**src/rtl/writeback_stage.sv**
```systemverilog
// Y86-64 writeback stage: W pipeline register, register-file write ports, halt FSM.
// Optional retired-instruction counter enabled by defining WB_RETIRE_CNT_EN.
module writeback_stage #(
    parameter int          DATA_W = 64,
    parameter int          CNT_W  = 32,
    parameter logic [3:0]  RNONE  = 4'hF
) (
    input  logic              clk,
    input  logic              rst,
    input  logic              w_stall,
    input  logic              w_bubble,
    input  logic [2:0]        m_stat,
    input  logic [3:0]        m_icode,
    input  logic [3:0]        m_dstE,
    input  logic [DATA_W-1:0] m_valE,
    input  logic [3:0]        m_dstM,
    input  logic [DATA_W-1:0] m_valM,
    output logic              wr_e_en,
    output logic [3:0]        wr_e_addr,
    output logic [DATA_W-1:0] wr_e_data,
    output logic              wr_m_en,
    output logic [3:0]        wr_m_addr,
    output logic [DATA_W-1:0] wr_m_data,
    output logic [3:0]        W_dstE,
    output logic [DATA_W-1:0] W_valE,
    output logic [3:0]        W_dstM,
    output logic [DATA_W-1:0] W_valM,
    output logic [3:0]        W_icode,
    output logic [2:0]        stat,
    output logic              halted,
    output logic [CNT_W-1:0]  retired_cnt
);
    localparam logic [2:0] AOK   = 3'd1;
    localparam logic [3:0] INOP  = 4'h1;

    typedef enum logic {S_RUN, S_HALT} state_t;

    typedef struct packed {
        logic              valid;
        logic [2:0]        stat;
        logic [3:0]        icode;
        logic [3:0]        dstE;
        logic [DATA_W-1:0] valE;
        logic [3:0]        dstM;
        logic [DATA_W-1:0] valM;
    } wreg_t;

    wreg_t  w_q, w_d, bubble_w;
    state_t state_q;
    logic   run, halt_now, can_wr;

    assign run      = (state_q == S_RUN);
    assign halt_now = w_q.valid && (w_q.stat != AOK);

    always_comb begin
        bubble_w       = '0;
        bubble_w.stat  = AOK;
        bubble_w.icode = INOP;
        bubble_w.dstE  = RNONE;
        bubble_w.dstM  = RNONE;
    end

    // A faulting instruction stays in W so its status remains visible once halted.
    always_comb begin
        w_d = w_q;
        if (run && !halt_now && !w_stall) begin
            if (w_bubble) begin
                w_d = bubble_w;
            end else begin
                w_d.valid = 1'b1;
                w_d.stat  = m_stat;
                w_d.icode = m_icode;
                w_d.dstE  = m_dstE;
                w_d.valE  = m_valE;
                w_d.dstM  = m_dstM;
                w_d.valM  = m_valM;
            end
        end
    end

    always_ff @(posedge clk) begin
        if (rst) begin
            w_q     <= bubble_w;
            state_q <= S_RUN;
        end else begin
            w_q <= w_d;
            if (run && halt_now) state_q <= S_HALT;
        end
    end

    // When both ports target the same register the M write wins.
    assign can_wr    = run && w_q.valid && (w_q.stat == AOK);
    assign wr_m_en   = can_wr && (w_q.dstM != RNONE);
    assign wr_e_en   = can_wr && (w_q.dstE != RNONE) && !(wr_m_en && (w_q.dstE == w_q.dstM));
    assign wr_e_addr = w_q.dstE;
    assign wr_e_data = w_q.valE;
    assign wr_m_addr = w_q.dstM;
    assign wr_m_data = w_q.valM;

    assign W_dstE  = w_q.dstE;
    assign W_valE  = w_q.valE;
    assign W_dstM  = w_q.dstM;
    assign W_valM  = w_q.valM;
    assign W_icode = w_q.icode;
    assign stat    = w_q.valid ? w_q.stat : AOK;
    assign halted  = (state_q == S_HALT);

`ifdef WB_RETIRE_CNT_EN
    logic [CNT_W-1:0] cnt_q, cnt_d;

    always_comb begin
        cnt_d = cnt_q;
        if (can_wr && !w_stall) cnt_d = cnt_q + 1'b1;
    end

    always_ff @(posedge clk) begin
        if (rst) cnt_q <= '0;
        else     cnt_q <= cnt_d;
    end

    assign retired_cnt = cnt_q;
`else
    assign retired_cnt = '0;
`endif

endmodule

```
**config.mk**
```make
export PLATFORM = sky130hd
export DESIGN_NAME = writeback_stage
export DESIGN_NICKNAME = d
export VERILOG_FILES = /design/src/rtl/writeback_stage.sv
export SDC_FILE = /design/constraint.sdc
export NUM_CORES = 1
export LEC_CHECK = 0
export CAP_MARGIN = 30
export CORE_AREA = 2 2 179 181
export CTS_CLUSTER_DIAMETER = 200
export DETAILED_ROUTE_END_ITERATION = 6
export DIE_AREA = 0 0 181 183
export PLACE_DENSITY = 0.57
export SLEW_MARGIN = 20
export SYNTH_ARGS = -nofsm -noshare
export SYNTH_HDL_FRONTEND = slang
export SYNTH_SLANG_ARGS = --single-unit
```
**constraint.sdc**
```tcl
create_clock -name clk -period 3.52 [get_ports clk]
set_clock_uncertainty 0.15 [all_clocks]
set_input_delay 0.352 -clock clk [delete_from_list [all_inputs] [get_ports clk]]
set_output_delay 0.352 -clock clk [all_outputs]
set_load 0.01 [all_outputs]
```
==> results.sh <==
export IMPL_dp_hpwl_um=16900
export IMPL_viasPerCell=4.24
export IMPL_dr_pass1_iters=4
export IMPL_drive_above_1_share=0.0348
export IMPL_drv_cap=0
export IMPL_slew_headroom=0.422
export IMPL_grt_max_degree=113
export IMPL_yosysWarnings=0
export IMPL_switchingPower_mw=1.23
export IMPL_crit_required_ps=3020
export IMPL_holdPathStages=2
export IMPL_initial_core_util=0.280
export IMPL_end_kind="output pin"
export IMPL_r2r_start="w_q[142]"
export IMPL_synth_fa_ha_area_frac=0
export IMPL_root_buffer="clkbuf_16"
export IMPL_cts_resized=0
export IMPL_combPwrFrac=0.197
export IMPL_ys_seq_elements=145
export IMPL_final_common_cell="clkdlybuf4s50_1"
export IMPL_finalHoldViolCount=0
export IMPL_first_global_vias=6118
export IMPL_switching_share=0.265
export IMPL_period_needed_ps=3080
export IMPL_die_h_um=183
export IMPL_syn2layout_area_growth_pct=34.0
export IMPL_nFillCells=3155
export IMPL_whs_endpoint="halted"
export IMPL_io_buffers=428
export IMPL_reg2reg_depth=4
export IMPL_clockBufferDepth=2
export IMPL_arrival_ps=2580
export IMPL_status="completed"
export IMPL_wl_per_cell_um=16.2
export IMPL_num_rows=65
export IMPL_layout_common_cells="426 x clkdlybuf4s50_1, 145 x dfxtp_1, 140 x mux2i_1"
export IMPL_placedCellCount=1464
export IMPL_numClockSinks=145
export IMPL_worstMarginPinSlew_ps=867
export IMPL_p_seq_frac=0.390
export IMPL_gp_congestion=0.738
export IMPL_seqCellArea_mm2=0.00290
export IMPL_wl_um=24300
export IMPL_synthesis_area_mm2=0.00873
export IMPL_post_cts_buffers=0
export IMPL_setup_worst_path_start="w_q[142]"
export IMPL_syn_area_per_cell_um2=8.99
export IMPL_p_per_area_mw_per_mm2=395
export IMPL_core_mm2=0.0312
export IMPL_htreeDepth=4
export IMPL_synth_compound_area_frac=0.0107
export IMPL_grt_antenna_before_repair=1
export IMPL_insertion_delay_ps=420
export IMPL_path_clk_slew_ps=60
export IMPL_reg2reg_slack_ps=1470
export IMPL_synth_yosys_seq_area_share=0.332
export IMPL_hold_class="in -> reg"
export IMPL_grt_pass1_wl_um=36000
export IMPL_setup_viol_count_final=0
export IMPL_cp_start_kind="flip-flop"
export IMPL_synthXorXnorAreaFrac=0.00401
export IMPL_final_nets=1228
export IMPL_r2r_end="W_valM[18]"
export IMPL_slew_viol_final=0
export IMPL_cts_buffers=17
export IMPL_synth_mux_area_frac=0.161
export IMPL_p_leak_nw=4.35
export IMPL_drt_iter0_drc=252
export IMPL_antenna_left=0
export IMPL_critical_path_class="reg -> out"
export IMPL_drc_errors=0
export IMPL_grt_usage=0.141
export IMPL_vias=6349
export IMPL_multi_input_area_mm2=0.00329
export IMPL_tritoncts="yes"
export IMPL_p_int_mw=3.40
export IMPL_rsz0062_at_grt="false"
export IMPL_cp_max_fo=4
export IMPL_fin_tns_setup_ps=0
export IMPL_netlist_instances=971
export IMPL_irDropWorstVdd_uv=305
export IMPL_synth_simple_gate_area_frac=0.186
export IMPL_hp_start="rst"
export IMPL_period_share=0.876
export IMPL_synth_top_family_by_area="buffers and inverters"
export IMPL_holdBufCountCts=0
export IMPL_p_clk_frac=0.412
export IMPL_grt_overflow=0
export IMPL_pin_count=461
export IMPL_die_x_um=181
export IMPL_fin_cells=1496
export IMPL_ys_types=28
export IMPL_timing_fmax_ghz=0.324
export IMPL_die_area_mm2=0.0331
-- critical path, stage by stage (launching register included) --
cell and delay [ps]:
dfxtp_1 320, or3b_1 470, or3_1 430, a41oi_1 320
clkdlybuf4s50_1 620
-- power by group through the flow --
stage / clock network [mW] / logic (mW) / registers, mW
2_1_floorplan: 0 / 0.647 / 1.81
3_5_place_dp: 0 / 0.923 / 1.84
4_1_cts: 1.99 / 0.927 / 1.81
5_1_grt: 2.05 / 0.975 / 1.82
3_3_place_gp: 0 / 0.915 / 1.84
6_report: 1.91 / 0.913 / 1.80
-- cells by family (layout without fill, tap and decap cells) --
logic type                after synthesis  in the layout
AOI/OAI and AO/OA                      12             12
xor gates and xnor gates                4              4
buffers and inverters                 377            468
DFF                                   145            145
muxes                                 140            140
other                                   1             33
and+or+nand+nor                       292            292
-- worst max path at each step --
| stage | end | slack, ps |
|---|---|---|
| finish | wr_m_en | 440 |
| global route | wr_m_en | 260 |
| CTS | wr_m_en | 300 |
| detailed placement | wr_m_en | 790 |
| global placement | wr_m_en | 800 |
| floorplan | wr_e_en | 1630 |
-- per-layer routing --
| layer | share of wire | vias to the layer above | routed length (µm) | GRT usage |
|---|---|---|---|---|
| li1 | - | 3082 | - | - |
| met1 | 0.42 | 2969 | 10100 | 0.162 |
| met2 | 0.50 | 284 | 12100 | 0.248 |
| met3 | 0.073 | 14 | 1760 | 0.0433 |
| met4 | 0.013 | 0 | 320 | 0.0472 |
| met5 | 0 | - | 0 | 0 |
-- layout make-up --
| type | count | share of cell area |
|---|---|---|
| repair buffers | 433 | 0.374 |
| clock buffers | 20 | 0.0382 |
| well taps | 402 | 0.0430 |
| clock inverters | 11 | 0.0133 |
| flip-flops and latches | 145 | 0.248 |
| multi-input cells | 480 | 0.281 |
| inverters | 4 | 0.00193 |
| diodes | 1 | 0.000214 |
-- state kept, by name (all words and copies together), names as in the netlist --
| register | cells |
|---|---|
| W_valE | 64 |
| W_valM | 64 |
| W_dstE | 4 |
| W_dstM | 4 |
| W_icode | 4 |
| w_q | 4 |
| halted | 1 |
-- stage by stage --
stage / total power [mW] / util / setup slack, ps / area (µm²) / hold slack (ps)
after floorplan: 2.45 / - / 1630 / 8850 / 285
after global placement: 2.76 / 0.355 / 804 / 11100 / 293
after detailed placement: 2.77 / 0.355 / 785 / 11100 / 301
after CTS: 4.72 / 0.374 / 297 / 11700 / 265
after global routing: 4.84 / 0.375 / 261 / 11700 / 320
final: 4.62 / 0.375 / 437 / 11700 / 272
-- cell usage after synthesis --
| cell type | number | area share |
|---|---|---|
| a211o_1 | 1 | 0.0010 |
| a211oi_1 | 2 | 0.0017 |
| a21boi_1 | 1 | 0.00086 |
| a21oi_1 | 2 | 0.0011 |
| a311oi_1 | 1 | 0.0010 |
| a41oi_1 | 1 | 0.0010 |
| and2_1 | 2 | 0.0014 |
| and3_1 | 1 | 0.00072 |
| and4_1 | 1 | 0.0010 |
| buf_4 | 315 | 0.27 |
| buf_6 | 8 | 0.010 |
| buf_8 | 1 | 0.0017 |
| clkbuf_1 | 49 | 0.021 |
| conb_1 | 1 | 0.00043 |
| dfxtp_1 | 145 | 0.33 |
| inv_1 | 4 | 0.0017 |
| mux2i_1 | 140 | 0.16 |
| nand2_1 | 131 | 0.056 |
| nand2b_1 | 1 | 0.00072 |
| nand3b_1 | 131 | 0.11 |
| nand4_1 | 1 | 0.00072 |
| nor2_1 | 12 | 0.0052 |
| nor3_1 | 10 | 0.0057 |
| o311ai_0 | 2 | 0.0020 |
| o41ai_1 | 2 | 0.0020 |
| or3_1 | 1 | 0.00072 |
| or3b_1 | 1 | 0.0010 |
| xnor2_1 | 4 | 0.0040 |
Power figures use the tool's default switching activity.
